==> src/rtl/ws2812_pkg.sv <==
// Shared types, default 50 MHz timing and the colour helpers for the WS2812 chain transmitter.
package ws2812_pkg;

    localparam int PIX_W = 24;

    localparam int DEF_T0H_CYC   = 18;
    localparam int DEF_T1H_CYC   = 35;
    localparam int DEF_TBIT_CYC  = 63;
    localparam int DEF_RESET_CYC = 4000;

    typedef enum logic [1:0] {
        ST_IDLE  = 2'd0,
        ST_LOAD  = 2'd1,
        ST_BIT   = 2'd2,
        ST_LATCH = 2'd3
    } tx_state_e;

    // c * (b + 1) never exceeds 255 * 256, so the 16-bit product is exact.
    function automatic logic [7:0] scale8(input logic [7:0] c, input logic [7:0] b);
        logic [15:0] prod;
        prod = {8'd0, c} * ({8'd0, b} + 16'd1);
        return prod[15:8];
    endfunction

    function automatic logic [PIX_W-1:0] scale_pixel(input logic [PIX_W-1:0] rgb, input logic [7:0] b);
        return {scale8(rgb[23:16], b), scale8(rgb[15:8], b), scale8(rgb[7:0], b)};
    endfunction

    function automatic logic [PIX_W-1:0] grb_order(input logic [PIX_W-1:0] rgb);
        return {rgb[15:8], rgb[23:16], rgb[7:0]};
    endfunction

endpackage

==> src/rtl/ws2812_pixel_ram.sv <==
// Pixel buffer: simple dual-port RAM with synchronous write and a registered read port.
// A read and write to the same address in one cycle returns the previous contents.
module ws2812_pixel_ram
    import ws2812_pkg::*;
#(
    parameter int NUM_LEDS = 8,
    parameter int AW       = 3
) (
    input  logic             clk,
    input  logic             rst,
    input  logic             wr_en,
    input  logic [AW-1:0]    wr_addr,
    input  logic [PIX_W-1:0] wr_data,
    input  logic             rd_en,
    input  logic [AW-1:0]    rd_addr,
    output logic [PIX_W-1:0] rd_data
);

    localparam logic [AW:0] NUM_W = (AW + 1)'(NUM_LEDS);

    logic [PIX_W-1:0] mem_q [2**AW];
    logic [PIX_W-1:0] rd_data_q;
    logic [PIX_W-1:0] rd_data_d;
    logic             wr_ok_s;

    // Write qualification and next read-register value
    always_comb begin
        wr_ok_s = wr_en && ({1'b0, wr_addr} < NUM_W);
        if (rd_en) begin
            rd_data_d = mem_q[rd_addr];
        end else begin
            rd_data_d = rd_data_q;
        end
    end

    // Storage array; addresses beyond the chain length are dropped
    always_ff @(posedge clk) begin
        if (wr_ok_s) begin
            mem_q[wr_addr] <= wr_data;
        end
    end

    // Read data register
    always_ff @(posedge clk or posedge rst) begin
        if (rst) begin
            rd_data_q <= '0;
        end else begin
            rd_data_q <= rd_data_d;
        end
    end

    assign rd_data = rd_data_q;

endmodule

==> src/rtl/ws2812_chain_tx.sv <==
// Buffered WS2812 chain transmitter: scales each stored pixel by a global brightness and
// streams the whole chain as contiguous return-to-zero bits followed by the latch period.
module ws2812_chain_tx
    import ws2812_pkg::*;
#(
    parameter int NUM_LEDS  = 8,
    parameter int T0H_CYC   = DEF_T0H_CYC,
    parameter int T1H_CYC   = DEF_T1H_CYC,
    parameter int TBIT_CYC  = DEF_TBIT_CYC,
    parameter int RESET_CYC = DEF_RESET_CYC,
    parameter int AW        = (NUM_LEDS > 1) ? $clog2(NUM_LEDS) : 1
) (
    input  logic          clk,
    input  logic          rst,
    input  logic          wr_en,
    input  logic [AW-1:0] wr_addr,
    input  logic [23:0]   wr_data,
    input  logic [7:0]    brightness,
    input  logic          start,
    output logic          busy,
    output logic          frame_done,
    output logic          RZ_data
);

    localparam int CNT_MAX = (TBIT_CYC > RESET_CYC) ? TBIT_CYC : RESET_CYC;
    localparam int CW      = $clog2(CNT_MAX + 1);

    localparam logic [CW-1:0] T0H_L     = CW'(T0H_CYC);
    localparam logic [CW-1:0] T1H_L     = CW'(T1H_CYC);
    localparam logic [CW-1:0] TBIT_LAST = CW'(TBIT_CYC - 1);
    localparam logic [CW-1:0] RST_LAST  = CW'(RESET_CYC - 1);
    localparam logic [AW-1:0] LAST_PIX  = AW'(NUM_LEDS - 1);

    tx_state_e        state_q, state_d;
    logic [AW-1:0]    pix_q, pix_d;
    logic [4:0]       bit_q, bit_d;
    logic [CW-1:0]    cyc_q, cyc_d;
    logic [PIX_W-1:0] shift_q, shift_d;
    logic [7:0]       bright_q, bright_d;
    logic             rz_q, rz_d;
    logic             busy_q, busy_d;
    logic             done_q, done_d;

    logic             rd_en_s;
    logic [AW-1:0]    rd_addr_s;
    logic [PIX_W-1:0] rd_data_s;

    ws2812_pixel_ram #(
        .NUM_LEDS (NUM_LEDS),
        .AW       (AW)
    ) u_ram (
        .clk     (clk),
        .rst     (rst),
        .wr_en   (wr_en),
        .wr_addr (wr_addr),
        .wr_data (wr_data),
        .rd_en   (rd_en_s),
        .rd_addr (rd_addr_s),
        .rd_data (rd_data_s)
    );

    // State, datapath and output registers
    always_ff @(posedge clk or posedge rst) begin
        if (rst) begin
            state_q  <= ST_IDLE;
            pix_q    <= '0;
            bit_q    <= 5'd0;
            cyc_q    <= '0;
            shift_q  <= '0;
            bright_q <= 8'd0;
            rz_q     <= 1'b0;
            busy_q   <= 1'b0;
            done_q   <= 1'b0;
        end else begin
            state_q  <= state_d;
            pix_q    <= pix_d;
            bit_q    <= bit_d;
            cyc_q    <= cyc_d;
            shift_q  <= shift_d;
            bright_q <= bright_d;
            rz_q     <= rz_d;
            busy_q   <= busy_d;
            done_q   <= done_d;
        end
    end

    // Next state and bit/pixel sequencing
    always_comb begin
        state_d  = state_q;
        pix_d    = pix_q;
        bit_d    = bit_q;
        cyc_d    = cyc_q;
        shift_d  = shift_q;
        bright_d = bright_q;
        case (state_q)
            ST_IDLE: begin
                if (start) begin
                    state_d  = ST_LOAD;
                    bright_d = brightness;
                    pix_d    = '0;
                    bit_d    = 5'd23;
                    cyc_d    = '0;
                end else begin
                    state_d = ST_IDLE;
                end
            end
            ST_LOAD: begin
                shift_d = grb_order(scale_pixel(rd_data_s, bright_q));
                bit_d   = 5'd23;
                cyc_d   = '0;
                state_d = ST_BIT;
            end
            ST_BIT: begin
                if (cyc_q == TBIT_LAST) begin
                    cyc_d = '0;
                    if (bit_q != 5'd0) begin
                        bit_d   = bit_q - 5'd1;
                        shift_d = {shift_q[PIX_W-2:0], 1'b0};
                    end else if (pix_q != LAST_PIX) begin
                        // Prefetched pixel is already on the read port: no gap between pixels.
                        pix_d   = pix_q + AW'(1);
                        bit_d   = 5'd23;
                        shift_d = grb_order(scale_pixel(rd_data_s, bright_q));
                    end else begin
                        state_d = ST_LATCH;
                    end
                end else begin
                    cyc_d = cyc_q + CW'(1);
                end
            end
            ST_LATCH: begin
                if (cyc_q == RST_LAST) begin
                    cyc_d   = '0;
                    state_d = ST_IDLE;
                end else begin
                    cyc_d = cyc_q + CW'(1);
                end
            end
            default: begin
                state_d = ST_IDLE;
            end
        endcase
    end

    // Buffer reads and registered outputs derived from the next state
    always_comb begin
        rd_en_s   = 1'b0;
        rd_addr_s = '0;
        if ((state_q == ST_IDLE) && start) begin
            rd_en_s   = 1'b1;
            rd_addr_s = '0;
        end else if ((state_q == ST_BIT) && (bit_q == 5'd0) && (cyc_q == '0) && (pix_q != LAST_PIX)) begin
            rd_en_s   = 1'b1;
            rd_addr_s = pix_q + AW'(1);
        end else begin
            rd_en_s   = 1'b0;
            rd_addr_s = '0;
        end
        rz_d   = (state_d == ST_BIT) && (cyc_d < (shift_d[PIX_W-1] ? T1H_L : T0H_L));
        busy_d = (state_d != ST_IDLE);
        done_d = (state_q == ST_LATCH) && (state_d == ST_IDLE);
    end

    assign RZ_data    = rz_q;
    assign busy       = busy_q;
    assign frame_done = done_q;

endmodule

==> config.mk <==
export PLATFORM = sky130hd
export DESIGN_NAME = ws2812_chain_tx
export DESIGN_NICKNAME = d
export VERILOG_FILES = /design/src/rtl/ws2812_pkg.sv /design/src/rtl/ws2812_pixel_ram.sv /design/src/rtl/ws2812_chain_tx.sv
export SDC_FILE = /design/constraint.sdc
export NUM_CORES = 1
export LEC_CHECK = 0
export CAP_MARGIN = 5
export CORE_ASPECT_RATIO = 0.6
export CORE_MARGIN = 2
export CORE_UTILIZATION = 40
export CTS_BUF_LIST = sky130_fd_sc_hd__clkbuf_8
export CTS_CLUSTER_SIZE = 14
export DETAILED_ROUTE_END_ITERATION = 12
export HOLD_SLACK_MARGIN = 0.03
export PLACE_DENSITY = 0.66
export SKIP_CTS_REPAIR_TIMING = 1
export SLEW_MARGIN = 15
export SYNTH_ARGS = -nofsm -noshare
export SYNTH_HDL_FRONTEND = slang
export SYNTH_SLANG_ARGS = --single-unit
==> constraint.sdc <==
create_clock -name clk -period 8 [get_ports clk]
set_clock_uncertainty 0.05 [all_clocks]
set_input_delay 1.6 -clock clk [delete_from_list [all_inputs] [get_ports clk]]
set_output_delay 1.6 -clock clk [all_outputs]
set_load 0.01 [all_outputs]
==> metrics <==
wirelength, routed=39980 um; CTS root buf=clkbuf_8; DR WL/cell=about 19 um; register clock-pin slew on the reported worst setup and hold paths=60 ps; pre-CTS setup slack=598.1 ps; num rows=59; Final Util=0.4489; # DRC=0; Post-Layout Cell Count=2153; Worst Hold Class=reg2reg; number of synthesized flops with an enable pin=~190; Leak=8.262 nW; Yosys top cell area share=0.3269; die width=275.1 um; CP Capture Type=flop; RSZ-0062 raised after global routing=no; vias in the first global route=11.29k; Synth warnings=0; transition time of the tightest slew-check pin=1093 ps; Fmax=0.1349 GHz; Peak VDD IR=0.1574 mV; clk sinks=273; CTS Buf Count=43; Synth cell types=73; Async SR Flop Fraction=0.2967; Reg area=0.007794 sq mm; critical path arrival=7890 ps; outcome=finished, final reports clean; placed insts=2075; cell taking the most area after synthesis=edfxtp_1; Synth Area in Adders=0.2136; P per Cell Area=~150 mW/mm^2; max-slew violation count=0; detailed-route vias per instance=5.300; core area=0.04341 sq mm; final period utilization=0.9265; CP required=between 8000 and 9000 ps; min Tclk post-route=7412 ps; Top FF cell, synth=edfxtp_1; largest family of logic cells by synthesized area=adder cells; DP HPWL=around 28000 um; compound-gate portion of the synthesized area=0.07791; post-synthesis mux area share=0.05839; layout cells sized above 1=0.09911; first-pass iteration count of the detailed router=5; grt ovf=0; Initial Utilization=0.4063; nets=1809; Final Setup Violations=0; largest cells by area after synthesis=edfxtp_1 (33%), fa_1 (14%), dfrtp_1 (11%), ha_1 (7.7%), and2_1 (3.9%); TritonCTS clock tree=done; most frequent cells in the layout=edfxtp_1 (192), nand2_1 (181), inv_1 (158); Starting DRT DRC Count=851; IO buf count=41; Clock Latency Late Sink=590 ps; area grow syn2layout=10.49%; initial antenna violation count=1; Max-slew headroom=0.2711; post-synthesis instance area=0.01763 sq mm; post-synthesis xor/xnor area fraction=0.01887; post-route setup slack=587.7 ps; Worst Path Max Fanout=14; Post-DRT Antenna Nets=0; CTS H-tree lvls=2; maxcap violations=0; ant diodes=0; Die Span Y=166.6 um; die area=between 0.04 and 0.05 sq mm; Syn Nets=1775; register area share after synthesis=0.4419; syn_area_per_cell=11.70 sq um; Post-Syn Instances=1507; first-pass GRT wire length=63990 um; startpoint types=flop; setup_tns=0 ps; multi-input logic area=0.008924 sq mm; Synth Area in Simple Gates=0.1324; CTS Buffer Depth=3; Crit Path Class=reg2reg; commonest non-fill, non-tap cell in the layout=edfxtp_1; largest net degree at the start of global routing=73; WHS=440.3 ps; Final Hold Fails=0; overall routing resource usage=0.1786; Ports=42; routability cong.=about 0.83; Seq cells post-synth=273; vias=about 11k; fillers=roughly 4k
==> power breakdown <==
group	leakage (nW)	total (W)	switching, W	internal, W
Clock	0.492	0.00120	0.000555	0.000648
Sequential	2.83	0.00156	0.00000745	0.00155
Combinational	4.94	0.0000700	0.0000431	0.0000269
==> metal layers <==
layer / routed length, um / part of all wire / GRT usage / vias up
li1: - / - / - / 5281
met1: 20170 / 0.50 / 0.2828 / 5768
met2: 16570 / 0.41 / 0.2509 / 304
met3: 2571 / 0.064 / 0.03432 / 58
met4: 658 / 0.016 / 0.03925 / 0
met5: 0 / 0 / 0 / -
==> through the flow <==
step,area [sq um],power [W]
final,19480,0.002832
after global routing,19480,0.002940
after CTS,19480,0.002869
after detailed placement,18600,0.001659
after global placement,18600,0.001656
after floorplan,17630,0.001609
==> layout make-up <==
cell class,instances,area share
Clock buffer,51,0.03602
Tap cell,579,0.03718
Timing Repair Buffer,67,0.03108
Inverter,147,0.02838
Sequential cell,273,0.4000
Multi-Input combinational cell,1009,0.4580
Clock inverter,27,0.009375
==> worst paths after layout <==
kind,endpoint,depth (start not counted),startpoint,slack (ps)
worst max-delay path,RZ_data,26,bright_q[1],590
worst min-delay path,shift_q[8],2,shift_q[8],440
worst max register to register,RZ_data,26,bright_q[1],590
worst min register to register,shift_q[8],2,shift_q[8],440
max in group asynchronous,pix_q[0],3,rst,5390
min in group asynchronous,RZ_data,2,rst,1250
==> state kept, by name, indices dropped and copies added (netlist names) <==
signal and count:
RZ_data 1, bit_q 5, bright_q 8, busy 1, cyc_q 12, frame_done 1, pix_q 3, shift_q 24
state_q 2, u_ram.mem_q 192, u_ram.rd_data 24
==> cells by family after synthesis <==
group	after synthesis
simple gates	458
flops	273
fa+ha+maj	229
buf+inv	225
compound gates	223
mux	61
xor+xnor	38
==> cells in the mapped netlist (all sizes together) (4+ instances only) <==
library cell	count
nand4b	4
mux4	24
nand2b	18
nor2b	18
a22oi	21
nand3	17
clkbuf	56
nor2	42
fa	120
o21a	6
buf	19
edfxtp	192
o31ai	7
and3	7
mux2	32
a31oi	4
a21oi	64
nand4	10
inv	147
xnor2	24
a211oi	22
o21ai	70
ha	109
nand2	181
dfrtp	81
mux2i	5
xor2	14
nor3	35
and2	111
a221oi	5
==> worst max-delay path, cell delays in order (launching register included) <==
cell,delay [ps]
dfrtp_1,390
ha_1,200
nand3_1,150
nor2_1,240
xor2_2,200
buf_4,250
and2_1,190
fa_1,420
fa_1,500
fa_1,500
inv_1,50
fa_1,470
inv_1,40
ha_1,340
a21oi_1,180
nand2_1,100
a221oi_1,690
o21ai_0,240
a21oi_1,210
xnor2_1,140
o21ai_1,370
inv_1,100
ha_1,360
a221oi_1,330
nand4_1,150
nor4_1,310
o211a_1,190
Note: power is estimated with default switching activity, not from simulation.
